## src/rtl/zi_sched_pkg.sv

```systemverilog
// Shared types and helpers for the zero-insert scheduler slice.
package zi_sched_pkg;

    typedef enum logic [1:0] {
        SM_INIT       = 2'd0,
        SM_ARB        = 2'd1,
        SM_PASS_DATA  = 2'd2,
        SM_PASS_ZEROS = 2'd3
    } state_t;

    // Index width for n channels; never narrower than one bit.
    function automatic int ch_w(input int n);
        return (n < 2) ? 1 : $clog2(n);
    endfunction

endpackage

```

## src/rtl/zero_insert_scheduler_if.sv

```systemverilog
// Multi-channel sample input and tagged sample output of the zero-insert scheduler.
interface zero_insert_scheduler_if
    import zi_sched_pkg::*;
#(
    parameter int G_DWIDTH = 24,
    parameter int G_NUM_CH = 4
);
    localparam int CH_W = ch_w(G_NUM_CH);

    logic [G_NUM_CH*G_DWIDTH-1:0] din;
    logic [G_NUM_CH-1:0]          din_valid;
    logic [G_NUM_CH-1:0]          din_ready;
    logic [G_DWIDTH-1:0]          dout;
    logic [CH_W-1:0]              dout_ch;
    logic                         dout_first;
    logic                         dout_valid;
    logic                         dout_ready;

    modport slave (
        input  din, din_valid, dout_ready,
        output din_ready, dout, dout_ch, dout_first, dout_valid
    );

    modport master (
        output din, din_valid, dout_ready,
        input  din_ready, dout, dout_ch, dout_first, dout_valid
    );
endinterface

```

## src/rtl/rr_arbiter.sv

```systemverilog
// Combinational round-robin pick: first requester at or after ptr, wrapping.
module rr_arbiter #(
    parameter int N = 4,
    parameter int W = 2
) (
    input  logic [N-1:0] req,
    input  logic [W-1:0] ptr,
    output logic [W-1:0] grant,
    output logic         any_req
);
    // Scan upward from ptr and keep the first requester found.
    always_comb begin
        int idx;
        logic [W-1:0] idx_w;
        grant   = '0;
        any_req = 1'b0;
        idx     = 0;
        idx_w   = '0;
        for (int i = 0; i < N; i++) begin
            idx = int'(ptr) + i;
            if (idx >= N) idx = idx - N;
            idx_w = W'(idx);
            if (!any_req && req[idx_w]) begin
                any_req = 1'b1;
                grant   = idx_w;
            end
        end
    end
endmodule

```

## src/rtl/zero_insert_scheduler.sv

```systemverilog
// Round-robin scheduler sharing one zero-insertion upsampler across G_NUM_CH
// streams. Each grant forwards one sample then rate-1 zeros tagged with the
// channel id. Optional build macro ZI_SCHED_LOCKSTEP_EN serves channels strictly
// in order 0..N-1, starting a round only when every channel is valid.
//
// state         | meaning
// SM_INIT       | one idle cycle after reset/disable, outputs low
// SM_ARB        | pick next channel, latch upsample rate
// SM_PASS_DATA  | forward granted sample combinationally
// SM_PASS_ZEROS | emit rate_q-1 zero beats tagged with grant
module zero_insert_scheduler
    import zi_sched_pkg::*;
#(
    parameter int G_DWIDTH = 24,
    parameter int G_NUM_CH = 4,
    parameter int G_RATE_W = 4
) (
    input  logic                clk,
    input  logic                reset_n,
    input  logic                enable,
    input  logic [G_RATE_W-1:0] upsample_rate,
    zero_insert_scheduler_if.slave bus
);
    localparam int CH_W = ch_w(G_NUM_CH);

    state_t              state, state_nxt;
    logic [CH_W-1:0]     rr_ptr, rr_ptr_nxt;
    logic [CH_W-1:0]     grant_q, grant_nxt;
    logic [CH_W-1:0]     arb_grant, ptr_inc;
    logic [G_RATE_W-1:0] rate_q, rate_nxt;
    logic [G_RATE_W-1:0] zero_cnt, zero_cnt_nxt;
    logic                arb_any, arb_ok;

    rr_arbiter #(.N(G_NUM_CH), .W(CH_W)) u_arb (
        .req     (bus.din_valid),
        .ptr     (rr_ptr),
        .grant   (arb_grant),
        .any_req (arb_any)
    );

`ifdef ZI_SCHED_LOCKSTEP_EN
    // A frame starts only once all channels are ready; later slots wait on their own channel.
    assign arb_ok = arb_any && ((rr_ptr == '0) ? (&bus.din_valid) : bus.din_valid[rr_ptr]);
`else
    assign arb_ok = arb_any;
`endif

    assign ptr_inc = (grant_q == CH_W'(G_NUM_CH - 1)) ? '0 : grant_q + 1'b1;

    // Next-state, burst bookkeeping and beat outputs.
    always_comb begin
        state_nxt      = state;
        rr_ptr_nxt     = rr_ptr;
        grant_nxt      = grant_q;
        rate_nxt       = rate_q;
        zero_cnt_nxt   = zero_cnt;
        bus.din_ready  = '0;
        bus.dout       = '0;
        bus.dout_ch    = '0;
        bus.dout_first = 1'b0;
        bus.dout_valid = 1'b0;
        case (state)
            SM_INIT: state_nxt = SM_ARB;
            SM_ARB: begin
                if (arb_ok) begin
                    grant_nxt = arb_grant;
                    rate_nxt  = upsample_rate;
                    state_nxt = SM_PASS_DATA;
                end
            end
            SM_PASS_DATA: begin
                bus.dout               = bus.din[grant_q*G_DWIDTH +: G_DWIDTH];
                bus.dout_ch            = grant_q;
                bus.dout_first         = 1'b1;
                bus.dout_valid         = bus.din_valid[grant_q];
                bus.din_ready[grant_q] = bus.dout_ready;
                if (bus.din_valid[grant_q] && bus.dout_ready) begin
                    rr_ptr_nxt = ptr_inc;
                    if (rate_q <= G_RATE_W'(1)) begin
                        state_nxt = SM_ARB;
                    end else begin
                        zero_cnt_nxt = G_RATE_W'(1);
                        state_nxt    = SM_PASS_ZEROS;
                    end
                end
            end
            SM_PASS_ZEROS: begin
                bus.dout_valid = 1'b1;
                bus.dout_ch    = grant_q;
                if (bus.dout_ready) begin
                    if (zero_cnt == rate_q - G_RATE_W'(1)) state_nxt = SM_ARB;
                    else zero_cnt_nxt = zero_cnt + G_RATE_W'(1);
                end
            end
            default: state_nxt = SM_INIT;
        endcase
        // Disable wins over any handshake in the same cycle.
        if (!enable) begin
            state_nxt    = SM_INIT;
            rr_ptr_nxt   = '0;
            zero_cnt_nxt = '0;
        end
    end

    // State and burst registers.
    always_ff @(posedge clk or negedge reset_n) begin
        if (!reset_n) begin
            state    <= SM_INIT;
            rr_ptr   <= '0;
            grant_q  <= '0;
            rate_q   <= '0;
            zero_cnt <= '0;
        end else begin
            state    <= state_nxt;
            rr_ptr   <= rr_ptr_nxt;
            grant_q  <= grant_nxt;
            rate_q   <= rate_nxt;
            zero_cnt <= zero_cnt_nxt;
        end
    end
endmodule

```

## src/flat_wrapper.sv

```systemverilog
// flat-port wrapper written by rule: the top's interface ports become plain ports
module zero_insert_scheduler_flat import zi_sched_pkg::*;
#(
    parameter int G_DWIDTH = 24,
    parameter int G_NUM_CH = 4,
    parameter int G_RATE_W = 4
)
  (clk, reset_n, enable, upsample_rate, bus_din, bus_din_valid, bus_dout_ready, bus_din_ready, bus_dout, bus_dout_ch, bus_dout_first, bus_dout_valid);
  zero_insert_scheduler_if #(.G_DWIDTH(G_DWIDTH), .G_NUM_CH(G_NUM_CH)) bus_i ();
  input  logic clk;
  input  logic reset_n;
  input  logic enable;
  input  logic [G_RATE_W-1:0] upsample_rate;
  input wire logic [$bits(bus_i.din)-1:0] bus_din;
  input wire logic [$bits(bus_i.din_valid)-1:0] bus_din_valid;
  input wire logic [$bits(bus_i.dout_ready)-1:0] bus_dout_ready;
  output wire logic [$bits(bus_i.din_ready)-1:0] bus_din_ready;
  output wire logic [$bits(bus_i.dout)-1:0] bus_dout;
  output wire logic [$bits(bus_i.dout_ch)-1:0] bus_dout_ch;
  output wire logic [$bits(bus_i.dout_first)-1:0] bus_dout_first;
  output wire logic [$bits(bus_i.dout_valid)-1:0] bus_dout_valid;
  assign bus_i.din = bus_din;
  assign bus_i.din_valid = bus_din_valid;
  assign bus_i.dout_ready = bus_dout_ready;
  assign bus_din_ready = bus_i.din_ready;
  assign bus_dout = bus_i.dout;
  assign bus_dout_ch = bus_i.dout_ch;
  assign bus_dout_first = bus_i.dout_first;
  assign bus_dout_valid = bus_i.dout_valid;
  zero_insert_scheduler #(.G_DWIDTH(G_DWIDTH), .G_NUM_CH(G_NUM_CH), .G_RATE_W(G_RATE_W)) u_core (.clk(clk), .reset_n(reset_n), .enable(enable), .upsample_rate(upsample_rate), .bus(bus_i));
endmodule
```

## config.mk

```make
export PLATFORM = sky130hd
export DESIGN_NAME = zero_insert_scheduler_flat
export DESIGN_NICKNAME = d
export VERILOG_FILES = /design/src/rtl/zi_sched_pkg.sv /design/src/rtl/zero_insert_scheduler_if.sv /design/src/rtl/rr_arbiter.sv /design/src/rtl/zero_insert_scheduler.sv /design/src/flat_wrapper.sv
export SDC_FILE = /design/constraint.sdc
export NUM_CORES = 1
export LEC_CHECK = 0
export ABC_AREA = 1
export CAP_MARGIN = 20
export CORE_MARGIN = 3
export CORE_UTILIZATION = 41
export CTS_BUF_LIST = sky130_fd_sc_hd__clkbuf_4 sky130_fd_sc_hd__clkbuf_8
export DETAILED_ROUTE_END_ITERATION = 10
export HOLD_SLACK_MARGIN = 0.06
export PLACE_DENSITY = 0.95
export REMOVE_ABC_BUFFERS = 1
export SKIP_LAST_GASP = 1
export SLEW_MARGIN = 10
export SYNTH_ARGS = -nofsm -noshare
export SYNTH_HDL_FRONTEND = slang
export SYNTH_SLANG_ARGS = --single-unit
```

## constraint.sdc

```tcl
create_clock -name clk -period 2.8 [get_ports clk]
set_clock_uncertainty 0.05 [all_clocks]
set_input_delay 0.42 -clock clk [delete_from_list [all_inputs] [get_ports clk]]
set_output_delay 0.42 -clock clk [all_outputs]
set_load 0.005 [all_outputs]
```

==> results_tabular.tex <==
\begin{tabular}{lr}
\hline
Metric & Value \\
\hline
\multicolumn{2}{l}{\textbf{Status}} \\
\quad Status & completed \\
\multicolumn{2}{l}{\textbf{Floorplan}} \\
\quad Starting Density & 0.444 \\
\quad Horizontal die dimension & 79.1 um \\
\quad Number of rows in the core area & 25 \\
\quad Ports placed on the boundary & 140 \\
\quad Placeable core region & 4940 um2 \\
\quad Die area & 6260 um2 \\
\quad Y dimension of the die & 79.1 um \\
\multicolumn{2}{l}{\textbf{Place}} \\
\quad Detailed-placement wirelength estimate & 6.89 mm \\
\quad Placer's final routability congestion estimate & 0.876 \\
\quad PortBufs & 139 \\
\multicolumn{2}{l}{\textbf{STA}} \\
\quad Measured slew at the worst slew-check pin & 0.672 ns \\
\quad Count of final setup violators & 0 \\
\quad Max Transition Viols Final & 0 \\
\quad Post-route fraction of the period consumed by the critical path & 0.890 \\
\quad Minimum clock period after layout & 2.49 ns \\
\quad Maximum clock frequency & 401 MHz \\
\quad Max-slew headroom & 0.551 \\
\quad Endpoints failing hold & 0 \\
\quad RSZ-0062 raised after global routing & no \\
\quad Post-route setup TNS & 0 ns \\
\multicolumn{2}{l}{\textbf{Pwr}} \\
\quad Peak ir drop on the vdd network & 0.400 mV \\
\quad Power per unit of standard cell area & 473 nW/um2 \\
\quad Total power draw & 1.75 mW \\
\quad Lkg Pwr & 1.64 nW \\
\multicolumn{2}{l}{\textbf{Hold path}} \\
\quad Worst Hold Path Cells & 2 \\
\quad Hold path startpoint & u\_core.state[1] \\
\quad Worst-case hold path end point & u\_core.state[1] \\
\quad Class of the tightest hold or removal check & flop to flop \\
\multicolumn{2}{l}{\textbf{Critical path}} \\
\quad Kind of end point of the critical path & primary output \\
\quad Reg2Reg Capture Point & u\_core.zero\_cnt[1] \\
\quad Launching element of the worst setup path & u\_core.grant\_q[0] \\
\quad Data arrival time at the worst-slack endpoint & 2.02 ns \\
\quad Launching element type of the critical path & flop \\
\quad Worst-case reg-to-reg path depth & 9 \\
\quad Critical register-to-register path startpoint & u\_core.state[0] \\
\quad Setup slack, reg-to-reg & 0.75 ns \\
\quad Worst-path maximum fanout & 39 \\
\quad Required time worst endpoint & 2.33 ns \\
\quad Category of the critical setup timing path & flop to primary output \\
\multicolumn{2}{l}{\textbf{Cells and area}} \\
\quad Fraction of final layout cells with drive strength greater than 1 & 0.0774 \\
\quad Most used cells in the layout excluding fill and tap cells & 139 x clkdlybuf4s50\_1, 113 x nor2\_1, 73 x nand2\_1 \\
\quad \# fillers & 388 \\
\quad Count of nets after finishing & 650 \\
\quad Signed area change from the synthesized netlist to the final layout & 68.5\% \\
\quad N\_diodes & 0 \\
\quad Area used by multi-input combinational logic & 1630 um2 \\
\quad Fin util & 0.747 \\
\quad Storage element area & 350 um2 \\
\quad Most common library cell in the layout ignoring fill and taps & clkdlybuf4s50\_1 \\
\multicolumn{2}{l}{\textbf{Job}} \\
\quad Max-cap violations & 0 \\
\multicolumn{2}{l}{\textbf{Routing}} \\
\quad Number of design rule violations left after detail routing & 0 \\
\quad Post-detailed-routing wire length & 8.92 mm \\
\quad First DRT Iteration DRCs & 235 \\
\quad DRT antenna net count & 0 \\
\quad Total number of vias & 3120 \\
\quad Wire length per cell after detailed routing & 14.9 um \\
\quad Vias per Instance & 5.23 \\
\quad Iteration count of the initial detailed-routing pass & 5 \\
\multicolumn{2}{l}{\textbf{Clocking}} \\
\quad Clock input transition at the sequential cells of the worst setup and hold paths & 0.07 ns \\
\quad Clock network latency to the later pin of the worst-skew pair & 0.25 ns \\
\quad TritonCTS clock tree & done \\
\quad H-Tree Depth & 1 \\
\quad Number of buffers on the longest clock path & 2 \\
\quad Number of gates resized after CTS & 0 \\
\quad Post-CTS setup buffer count & 0 \\
\quad Root Driver & clkbuf\_8 \\
\quad Sink Count & 14 \\
\quad \# hold bufs at CTS & 0 \\
\quad TritonCTS Buffers & 3 \\
\multicolumn{2}{l}{\textbf{Global route}} \\
\quad Largest net degree at the start of global routing & 40 \\
\quad Vias in the first global route & 2896 \\
\quad Remaining global-route overflow & 0 \\
\quad Antenna violations before repair & 0 \\
\quad Aggregate global-route resource usage & 0.274 \\
\quad Global-route wire length before repair & 14.1 mm \\
\multicolumn{2}{l}{\textbf{Synthesis}} \\
\quad Total of flip-flops plus latches after synthesis & 14 \\
\quad Mean instance size in the synthesized netlist & 5.49 um2 \\
\quad Sequential cell area fraction in the yosys report & 0.160 \\
\quad Number of instances in the synthesized netlist & 399 \\
\quad Cell area after synthesis & 2190 um2 \\
\quad Warnings from Yosys & 0 \\
\quad Yosys cell types & 27 \\
\hline
\end{tabular}
worst max-delay path, stage by stage (launching register included):
cell,delay [ns]
dfrtp_1,0.38
buf_4,0.37
nor2_1,0.10
nor2_1,0.08
o21ai_0,0.09
a21oi_1,0.18
clkdlybuf4s50_1,0.57
through the flow:
step / cells / instance area, um2 / setup WS (ns) / hold slack (ns)
after floorplan: 380 / 2110 / 0.274 / 0.0744
after global placement: 593 / 3640 / 0.508 / 0.467
after global routing: 597 / 3690 / 0.147 / 0.548
after CTS: 597 / 3690 / 0.338 / 0.518
after detailed placement: 593 / 3640 / 0.479 / 0.507
final: 597 / 3690 / 0.307 / 0.517
Yosys cell counts:
master / instances / area (um2)
nor2_4: 1 / 11.3
dfrtp_1: 14 / 350
or2_2: 1 / 6.26
ha_1: 11 / 138
inv_2: 5 / 18.8
nor4_1: 2 / 12.5
clkbuf_1: 16 / 60.1
o22ai_1: 1 / 6.26
nand4_1: 3 / 18.8
nand3_2: 2 / 20.0
nand2_2: 7 / 43.8
inv_6: 1 / 8.76
xnor2_1: 1 / 8.76
nand3_1: 18 / 90.1
o21ai_0: 55 / 275
buf_6: 1 / 11.3
o21ai_2: 6 / 52.6
buf_2: 2 / 10.0
nor2_1: 113 / 424
nor2_8: 1 / 20.0
inv_1: 27 / 101
nor3_1: 1 / 5.00
o21ai_1: 1 / 5.00
a211oi_1: 1 / 7.51
a21oi_1: 29 / 145
nand2_4: 6 / 67.6
nand2_1: 73 / 274
worst max path at each step:
stage / endpoint / slack (ns) / cells past startpoint
after detailed placement: bus_dout[23] / 0.48 / 6
after global placement: bus_dout[13] / 0.51 / 6
after global routing: bus_dout[15] / 0.15 / 6
after CTS: bus_dout[23] / 0.34 / 6
final: bus_dout[0] / 0.31 / 6
after floorplan: u_core.zero_cnt[3] / 0.27 / 9
final cells by class:
| type | count | share of cell area |
|---|---|---|
| Clock buffer | 4 | 0.0149 |
| Tap cell | 67 | 0.0227 |
| Inverter | 33 | 0.0349 |
| Sequential cell | 14 | 0.0949 |
| Timing Repair Buffer | 146 | 0.391 |
| Multi-Input combinational cell | 333 | 0.442 |
state kept, by name, indices dropped and copies added (netlist names):
register,count
u_core.zero_cnt,4
u_core.grant_q,2
u_core.state,2
u_core.rate_q,4
u_core.rr_ptr,2
cells by family (layout without fill, tap and decap cells):
group	after synthesis	count (layout)	synth area share
buffers and inverters	52	183	0.0959
adder cells (fa/ha/maj)	11	11	0.0628
XOR/XNOR	1	1	0.00400
AND/OR/NAND/NOR	228	228	0.453
AO/OA/AOI/OAI	93	93	0.224
flip-flops	14	14	0.160
power breakdown:
group	internal (mW)	switching [mW]	total [mW]	leakage (nW)
Combinational	0.519	0.729	1.25	1.43
Sequential	0.246	0.0454	0.291	0.184
Clock	0.125	0.0834	0.208	0.0288
metal layers:
metal,wire (um),up-vias,track usage,share of wire
met2,4500,168,0.508,0.50
met5,0,-,0,0
met1,3380,1389,0.311,0.38
met4,210,0,0.0756,0.024
met3,827,22,0.0624,0.093
li1,-,1541,-,-
Power figures use the tool's default switching activity.
